===== config.mk =====
export PLATFORM = sky130hd
export DESIGN_NAME = pwm_note_sequencer
export DESIGN_NICKNAME = d
export VERILOG_FILES = /design/src/rtl/pwm_note_sequencer.sv
export SDC_FILE = /design/constraint.sdc
export NUM_CORES = 1
export LEC_CHECK = 0
export BUFFER_PORTS_ARGS = -buffer_cell sky130_fd_sc_hd__clkbuf_2
export CAP_MARGIN = 10
export CORE_MARGIN = 2
export CORE_UTILIZATION = 55
export CTS_BUF_LIST = sky130_fd_sc_hd__clkbuf_4 sky130_fd_sc_hd__clkbuf_8
export CTS_CLUSTER_SIZE = 30
export DETAILED_ROUTE_END_ITERATION = 8
export PLACE_DENSITY = 0.8
export SYNTH_ARGS = -nofsm -noshare
export SYNTH_HDL_FRONTEND = slang
export SYNTH_SLANG_ARGS = --single-unit

===== constraint.sdc =====
create_clock -name clk -period 10 [get_ports clk]
set_input_delay 2.5 -clock clk [delete_from_list [all_inputs] [get_ports clk]]
set_output_delay 2.5 -clock clk [all_outputs]
set_load 0.01 [all_outputs]

===== src/rtl/pwm_note_sequencer.sv =====
// pwm_note_sequencer: plays a programmable table of {divider, duration} notes
// on the pwm_sine tone generator. A tempo prescaler produces ticks; each note
// sounds for its duration in ticks, followed by GAP_TK silent ticks.
// Ports:
//   clk, rst                 clock, synchronous active-high reset
//   cfg_we/addr/div/dur      single-cycle table write port (accepted in any state)
//   tick_period              one tick every tick_period+1 cycles (sampled live)
//   start, stop, loop        playback control
//   divider, note_on         registered drive to pwm_sine
//   busy, step_idx, done     registered status; done pulses on natural end
module pwm_note_sequencer #(
  parameter int unsigned DIV_W  = 12,
  parameter int unsigned DUR_W  = 8,
  parameter int unsigned ADDR_W = 4,
  parameter int unsigned TICK_W = 16,
  parameter int unsigned GAP_TK = 1
) (
  input  logic              clk,
  input  logic              rst,
  input  logic              cfg_we,
  input  logic [ADDR_W-1:0] cfg_addr,
  input  logic [DIV_W-1:0]  cfg_div,
  input  logic [DUR_W-1:0]  cfg_dur,
  input  logic [TICK_W-1:0] tick_period,
  input  logic              start,
  input  logic              stop,
  input  logic              loop,
  output logic [DIV_W-1:0]  divider,
  output logic              note_on,
  output logic              busy,
  output logic [ADDR_W-1:0] step_idx,
  output logic              done
);

  localparam int unsigned STEPS = 2 ** ADDR_W;
  localparam int unsigned GAP_W = (GAP_TK > 1) ? $clog2(GAP_TK + 1) : 1;

  typedef enum logic [1:0] {IDLE, PLAY, GAP} state_t;

  logic [DIV_W-1:0] tbl_div [STEPS];
  logic [DUR_W-1:0] tbl_dur [STEPS];

  state_t            state, state_n;
  logic [TICK_W-1:0] pre_cnt, pre_n;
  logic [DUR_W-1:0]  remain, remain_n;
  logic [GAP_W-1:0]  gap_cnt, gap_n;
  logic [DIV_W-1:0]  div_n;
  logic              non_n, busy_n, done_n;
  logic [ADDR_W-1:0] idx_n;

  logic              tick_c;
  logic              adv, do_load, do_end, do_play;
  logic [ADDR_W-1:0] ld_idx, pl_idx;

  // Note table; reads are combinational so a same-cycle write loads old contents
  always_ff @(posedge clk) begin
    if (rst) begin
      for (int i = 0; i < int'(STEPS); i++) begin
        tbl_div[i] <= '0;
        tbl_dur[i] <= '0;
      end
    end else if (cfg_we) begin
      tbl_div[cfg_addr] <= cfg_div;
      tbl_dur[cfg_addr] <= cfg_dur;
    end
  end

  // State and output registers
  always_ff @(posedge clk) begin
    if (rst) begin
      state    <= IDLE;
      pre_cnt  <= '0;
      remain   <= '0;
      gap_cnt  <= '0;
      divider  <= '0;
      note_on  <= 1'b0;
      busy     <= 1'b0;
      step_idx <= '0;
      done     <= 1'b0;
    end else begin
      state    <= state_n;
      pre_cnt  <= pre_n;
      remain   <= remain_n;
      gap_cnt  <= gap_n;
      divider  <= div_n;
      note_on  <= non_n;
      busy     <= busy_n;
      step_idx <= idx_n;
      done     <= done_n;
    end
  end

  // Next-state and output logic
  always_comb begin
    state_n  = state;
    pre_n    = pre_cnt;
    remain_n = remain;
    gap_n    = gap_cnt;
    div_n    = divider;
    non_n    = note_on;
    idx_n    = step_idx;
    done_n   = 1'b0;
    adv      = 1'b0;
    do_load  = 1'b0;
    do_end   = 1'b0;
    do_play  = 1'b0;
    ld_idx   = '0;
    pl_idx   = '0;
    tick_c   = (pre_cnt == tick_period);

    case (state)
      IDLE: begin
        pre_n = '0;
        if (start && !stop) begin
          do_load = 1'b1;
          ld_idx  = '0;
        end
      end
      PLAY: begin
        pre_n = tick_c ? '0 : TICK_W'(pre_cnt + TICK_W'(1));
        if (tick_c) begin
          if (remain == DUR_W'(1)) begin
            if (GAP_TK != 0) begin
              non_n   = 1'b0;
              gap_n   = GAP_W'(GAP_TK);
              state_n = GAP;
            end else begin
              adv = 1'b1;
            end
          end else begin
            remain_n = DUR_W'(remain - DUR_W'(1));
          end
        end
      end
      GAP: begin
        pre_n = tick_c ? '0 : TICK_W'(pre_cnt + TICK_W'(1));
        if (tick_c) begin
          if (gap_cnt == GAP_W'(1)) adv = 1'b1;
          else gap_n = GAP_W'(gap_cnt - GAP_W'(1));
        end
      end
      default: state_n = IDLE;
    endcase

    // Advance to the next step; the last table slot always ends the pass
    if (adv) begin
      if (step_idx == ADDR_W'(STEPS - 1)) begin
        do_end = 1'b1;
      end else begin
        do_load = 1'b1;
        ld_idx  = ADDR_W'(step_idx + ADDR_W'(1));
      end
    end

    // A zero duration marks the end of the sequence
    if (do_load) begin
      if (tbl_dur[ld_idx] == '0) begin
        do_end = 1'b1;
      end else begin
        do_play = 1'b1;
        pl_idx  = ld_idx;
      end
    end

    if (do_end) begin
      if (loop && (tbl_dur[0] != '0)) begin
        do_play = 1'b1;
        pl_idx  = '0;
      end else begin
        state_n = IDLE;
        non_n   = 1'b0;
        idx_n   = '0;
        done_n  = 1'b1;
      end
    end

    if (do_play) begin
      state_n  = PLAY;
      div_n    = tbl_div[pl_idx];
      remain_n = tbl_dur[pl_idx];
      non_n    = 1'b1;
      idx_n    = pl_idx;
    end

    // Abort overrides everything and never pulses done
    if (stop && (state != IDLE)) begin
      state_n = IDLE;
      non_n   = 1'b0;
      idx_n   = '0;
      done_n  = 1'b0;
      pre_n   = '0;
    end

    busy_n = (state_n != IDLE);
  end

endmodule


## Yosys cells after proc, flatten, opt, wreduce, memory -nomap -nowiden

Memories as Yosys holds them, arrays and structs flattened. A register that Yosys moved wholly into a read port is not among the register bits.
Index checks and enable logic that the tools add are counted.

- Output and inout bits: 19
- RAM bits: 320
- Memories kept: 2
- Logic and storage cells: 108
- Bits in registers: 34

Memories:

| name | words | width | rd ports | clocked after Yosys merged registers in | wr ports | line | text |
|---|---|---|---|---|---|---|---|
| tbl_div | 16 | 12 | 1 | 1 | 16 | 40 | `logic [DIV_W-1:0] tbl_div [STEPS];` |
| tbl_dur | 16 | 8 | 3 | 0 | 16 | 41 | `logic [DUR_W-1:0] tbl_dur [STEPS];` |

- Bitwise logic cells: 1
- Reductions and logical operators: 23
- Equal/unequal tests: 10
- $add $sub $neg: 4
- Mux-type cells: 60

Operator list:

| kind | number |
|---|---|
| $mux 4 | 11 |
| $mux 8 | 5 |
| $mux 1 | 33 |
| $pmux 16 s2 | 1 |
| $add 16x1->16 const B | 1 |
| $eq 16x16->1 | 1 |
| $mux 16 | 1 |
| $reduce_bool 2->1 | 7 |
| $mux 12 | 1 |
| $mux 2 | 6 |
| $reduce_or 12->1 | 1 |
| $ne 2x2->1 const B | 5 |
| $eq 8x1->1 const B | 1 |
| $logic_not 8->1 | 1 |
| $reduce_bool 8->1 | 1 |
| $reduce_or 8->1 | 1 |
| $sub 8x1->8 const B | 1 |
| $reduce_or 2->1 | 3 |
| $add 4x1->4 const B | 1 |
| $eq 4x4->1 const B | 1 |
| $pmux 2 s2 | 1 |
| $reduce_and 4->1 | 1 |
| $logic_and 1x1->1 | 3 |
| $reduce_and 3->1 | 1 |
| other kinds (9) | 9 |

## Depth between registers and ports, before layout

An unclocked memory read counts as a cell.

- Word-level depth: 13
- Gate-level depth with buffers: 15
- Depth with buffers taken out: 12

## Worst setup path after synthesis

Ideal clock, no wire load.

- Kind: input -> register
- Start point: input port tick_period[7]
- End point: register divider[10], read port of tbl_div
- Data required time: 9.883 ns
- Stages: 12
- Path slack: 4.699 ns
- Buffers on the path: 2
- Arrival time: 5.184 ns
- Cells stage by stage: xor2_1 > nor4_1 > nand4_1 > or4_4 > a211o_4 > o21a_1 > buf_6 > nor2_4 > buf_2 > mux2i_1 > o221ai_1 > a22o_1

- Word-level cells in the longest chain between the ends: 10
- Elaborated cells on any way between the ends: 18
- Those cells by class: 1 x eq/ne; 15 x mux; 1 x reduce/logical; 1 x memory

Ends and longest elaborated chain:

| what | line | text |
|---|---|---|
| start: declaration | 24 | `input logic [TICK_W-1:0] tick_period,` |
| $eq 16x16->1 (*) | 109 | `tick_c = (pre_cnt == tick_period);` |
| $mux 1 (*) | 137 | `if (tick_c) begin` |
| $mux 1 (*) | n/a |  |
| $mux 4 | 146 | `if (adv) begin` |
| $mem_v2 16x8 | n/a |  |
| $logic_not 8->1 | 157 | `if (tbl_dur[ld_idx] == '0) begin` |
| $mux 4 / $mux 1 (equally long branches) | 157 |  |
| $mux 4 / $mux 1 (equally long branches) | 156 | `if (do_load) begin` |
| $mux 4 / $mux 1 (equally long branches) | 166 | `if (loop && (tbl_dur[0] != '0)) begin` |
| $mux 4 / $mux 1 (equally long branches) | 165 | `if (do_end) begin` |
| end: declaration | 28 | `output logic [DIV_W-1:0] divider,` |

Mark *: on every way between the ends. The rest lies on a longest branch, timed or not.
A chain may end at the register's enable or synchronous reset.

## Final worst setup path

- Start point: input port tick_period[7]
- End point: register remain[6]

- Word-level cells in the longest chain between the ends: 12
- Elaborated cells on any way between the ends: 23
- Those cells by class: 2 x eq/ne; 16 x mux; 4 x reduce/logical; 1 x memory

Ends and longest elaborated chain:

| what | line | text |
|---|---|---|
| $eq 16x16->1 (*) | 109 |  |
| $mux 1 | 137 |  |
| $mux 1 | n/a |  |
| $mux 4 | 146 |  |
| $mem_v2 16x8 | n/a |  |
| $logic_not 8->1 | 157 |  |
| $mux 4 / $mux 1 (equally long branches) | 157 |  |
| $mux 4 / $mux 1 (equally long branches) | 156 |  |
| $mux 4 / $mux 1 (equally long branches) | 166 |  |
| $mux 4 / $mux 1 (equally long branches) | 165 |  |
| $mem_v2 16x8 (tied with other cells) | n/a |  |
| $mux 8 / $reduce_and 3->1 (equally long branches) | n/a |  |
| end signal: assignment | 83 | `remain <= remain_n;` |
| end: declaration | 45 | `logic [DUR_W-1:0] remain, remain_n;` |

Marked as above.

==> results.md <==
Floorplanning:
- The overall die area is between 0.03 and 0.04 mm².
- The die span in x is 185 µm.
- In this run the standard cell core region covers 0.0324 mm².
- The initial core utilization is 55.5%.
- The initialized floorplan defines 66 standard-cell rows.
- The overall die height is 185 µm.
- The number of placed I/O pins is 65.

Clock tree:
- The number of clock buffers inserted by TritonCTS is 59.
- After clock tree synthesis, the clock-pin slew on the worst setup and hold paths is ~60 ps.
- The H-tree generated during clock tree synthesis spans 2 levels.
- The CTS tree is yes.
- Once the clock tree was built, the resizer swapped 0 gates to a different size.
- Once the clock tree was built, the setup fixing pass inserted 0 buffers.
- Clock latency on the worst-skew pair, taken at its later pin, is 640 ps.
- The total number of clock tree sinks is 366.
- The clock tree root driver cell is clkbuf_8.
- The number of hold-repair buffers added at the cts stage is 0.
- The longest clock path from root to sink contains 3 buffers.

Timing:
- The achievable clock frequency is between 150 and 200 MHz.
- The worst max-slew margin expressed relative to the limit is 15.2%.
- The routed design could run at a clock period as short as approximately 6100 ps.
- The slew at the pin closest to its max-slew limit is 1270 ps.
- Setup violations remaining at the end of the flow were counted as 0.
- The worst path uses 61.5% of the clock period.
- On the final layout, the worst clock skew is 40.2 ps.
- The total count of max-transition violations in the final report came to 0.
- Setup repair after global routing left no endpoint under its margin.
- The final sum of negative setup slack is 0 ps.
- The final count of hold timing violations was 0.

Route:
- The iteration count of the initial detailed-routing pass is 5.
- The routed layout has 13,900 vias.
- The topmost layer with routed signal wires is met5.
- The met1 wire length is ~21,000 µm.
- The violation count after the first detailed-routing iteration is 1,849.
- The routed design uses 6020 µm of met3 wire.
- Summed over all layers, the routed wires come to 55,600 µm.
- The routed design uses between 20,000 and 30,000 µm of met2 wire.
- The remaining design rule violation count is 0.
- In the final routed layout, each cell accounts on average for 25.8 µm.
- The count of nets left with antenna violations once routing finished came out at 0.
- Dividing the detail-routed via count by the number of cells gives 6.44.

Critical path:
- The delay of the slowest cell on the worst path is 750 ps.
- The kind of critical path is input port to flip-flop.
- The highest fanout seen on the critical path is 25.
- The nature of the critical path endpoint is a flip-flop.
- The most numerous cell type found on the critical path is buf_4.
- Among cell families on the critical path, the largest total delay comes from simple AND/OR/NAND/NOR gates.
- The slowest stage of the critical path is the nor2_4 cell.
- The signal on the critical path passes through clkbuf_2 > xor2_1 > nor4_1 > nand4_1 > buf_4 > or4_4 > a211o_4 > o21a_1 > buf_4 > nor2_4 > mux2_2 > a221oi_1 > nor3_1.
- The depth of the most critical reg-to-reg path is 12.
- The endpoint of the worst-slack reg-to-reg timing path is divider[1].
- STA puts the critical path data arrival time at 6640 ps.
- The critical path data required time is around 10,000 ps.
- The setup slack of the most critical reg-to-reg path is 5040 ps.
- Counting both buffers and inverters, the worst setup path holds a total of 3.
- The worst setup path is launched from an input port.
- In this run the critical register-to-register path is launched from step_idx[0].

Global routing:
- The number of antenna violations at the first check in global routing is 1.
- Entering global routing, the biggest net connects 58 pins.
- The all-layer global routing usage is 32.5%.
- The number of global-route vias before repair is 13,500.
- The global-route wire length before repair is 81,700 µm.
- After global routing the overflow that remains totals 0.

Pwr:
- Dividing total power by cell area gives a power density of 162 mW/mm².
- For this design the static power due to leakage is 7.27 nW.
- Across the VDD grid, the largest voltage drop is slightly above 0.1 mV.

Synth:
- The number of nets in the synthesized netlist is between 1,500 and 2,000.
- The average cell area after synthesis is 11.1 µm².
- The largest area contributor in the netlist is edfxtp_1.
- In the synthesized netlist the async set-or-reset flop fraction comes to 0%.
- Summing the sequential cell areas from Yosys gives between 50% and 60% of the chip area.
- The post-synthesis instance area is 0.0180 mm².
- Counting flops with a built-in enable in the synthesized netlist gives 320.
- The number of flip-flops and latches in the synthesized netlist is 366.
- The synthesis warning total is 0.
- The number of instances in the synthesized netlist is 1,618.
- Yosys attributes the largest share of cell area to edfxtp_1, and2_1, dfxtp_1, nand2_1, mux2i_1.
- The share of the synthesized area in the top cell type is 53.5%.
- In the synthesized netlist the dominant register cell turns out to be edfxtp_1.
- The count of distinct cell types in the synthesized netlist is 82.

Worst hold path:
- The startpoint identified for the worst hold timing path is gap_cnt.
- For hold timing, the worst endpoint is gap_cnt.
- The worst hold path was traced through 2 stages.
- The class of the tightest hold or removal check is flip-flop to flip-flop.

Run status:
- The run finished with clean final reports.

Final layout:
- The count of placed standard cells in the final layout, fillers left out is 2,155.
- In the final layout, the share of cells above drive strength 1 is approximately 15%.
- The post-layout net count is 1,724.
- The area added between synthesis and finish is 11.0%.
- In the layout the commonest cells are and2_1, edfxtp_1, nand2_1, nor2_1, clkbuf_8.
- The most common cell after layout, fill and taps aside is and2_1.
- The repair_antennas step left the layout with diodes totalling 0.

Placed design:
- The cell count after placement is approximately 2,000.
- The post-detailed-placement half-perimeter wirelength is between 30,000 and 40,000 µm.
- The global placement routability congestion is 0.981.
- Port buffering added 64 buffers.

Job:
- Across the run, the number of max-cap violations was 0.
==> area by class of cell <==
type                            instances  area [µm²]
Multi-Input combinational cell       1128        7020
Inverter                                8        30.0
Sequential cell                       366       10500
Timing Repair Buffer                  106         647
Tap cell                              442         553
Clock inverter                         17        88.8
Fill cell                            2586       12400
Clock buffer                           88        1070
==> worst min-delay path, stage by stage (launching register included) <==
cell	delay, ps
dfxtp_1	340
a21oi_1	50
nor2_1	70
==> routing by layer <==
metal  vias up  GRT usage [%]
met5         -              0
met4         2           18.7
met3       245           6.60
met2      1029           51.7
met1      6625           41.7
li1       5971              -
==> Yosys cell counts (11+ instances only) <==
cell / n
a31oi_1: 24
nor2_1: 76
edfxtp_1: 320
and3_1: 17
clkbuf_1: 93
dfxtp_1: 46
mux2i_1: 38
nor4_1: 34
a211oi_1: 19
and2_1: 326
nand3_1: 61
nor3_1: 16
a21oi_1: 49
buf_2: 13
or3_1: 11
nand2_1: 187
xor2_1: 32
o21ai_0: 55
==> where the power goes <==
part | switching, mW | internal, mW | leakage, nW
Combinational | 0.119 | 0.0505 | 3.22
Sequential | 0.0436 | 1.74 | 3.43
Clock | 0.593 | 0.680 | 0.619
Total | 0.756 | 2.47 | 7.27
==> logic make-up (layout without fill, tap and decap cells) <==
| kind of cell | count (synthesis) | count (layout) | share of synthesized area, % |
|---|---|---|---|
| muxes | 50 | 50 | 3.06 |
| and+or+nand+nor | 780 | 780 | 23.4 |
| DFF | 366 | 366 | 58.6 |
| xor gates and xnor gates | 39 | 39 | 1.90 |
| AOI/OAI and AO/OA | 250 | 250 | 9.57 |
| buffers and inverters | 124 | 219 | 2.81 |
| adders and majority gates | 9 | 9 | 0.627 |
==> worst max path at each step <==
| stage | from | endpoint | slack, ps | cells past startpoint |
|---|---|---|---|---|
| finish | tick_period[7] | remain[6] | 3850 | 13 |
| CTS | tick_period[2] | remain[6] | 3920 | 13 |
| global placement | tick_period[7] | remain[6] | 3430 | 13 |
| global route | tick_period[7] | remain[6] | 3650 | 13 |
| floorplan | tick_period[7] | divider[10] | 4700 | 12 |
| detailed placement | tick_period[3] | remain[6] | 3310 | 13 |
==> flip-flops by register name, summed over array words and instances (netlist names) <==
register / count
busy: 1
pre_cnt: 16
remain: 8
step_idx: 4
tbl_dur: 128
note_on: 1
gap_cnt: 1
divider: 12
state: 2
done: 1
tbl_div: 192
==> stage by stage <==
step                util (%)  worst slack (ps)  hold slack, ps  power (mW)  area (µm²)
floorplan                  -              4700             451        1.89       18000
global route            61.6              3650             518        3.31       19900
global placement        57.9              3430             460        1.97       18700
detailed placement      58.0              3310             484        1.98       18800
finish                  61.6              3850             490        3.23       19900
CTS                     61.5              3920             493        3.22       19900
(Power assumes the default switching activity.)
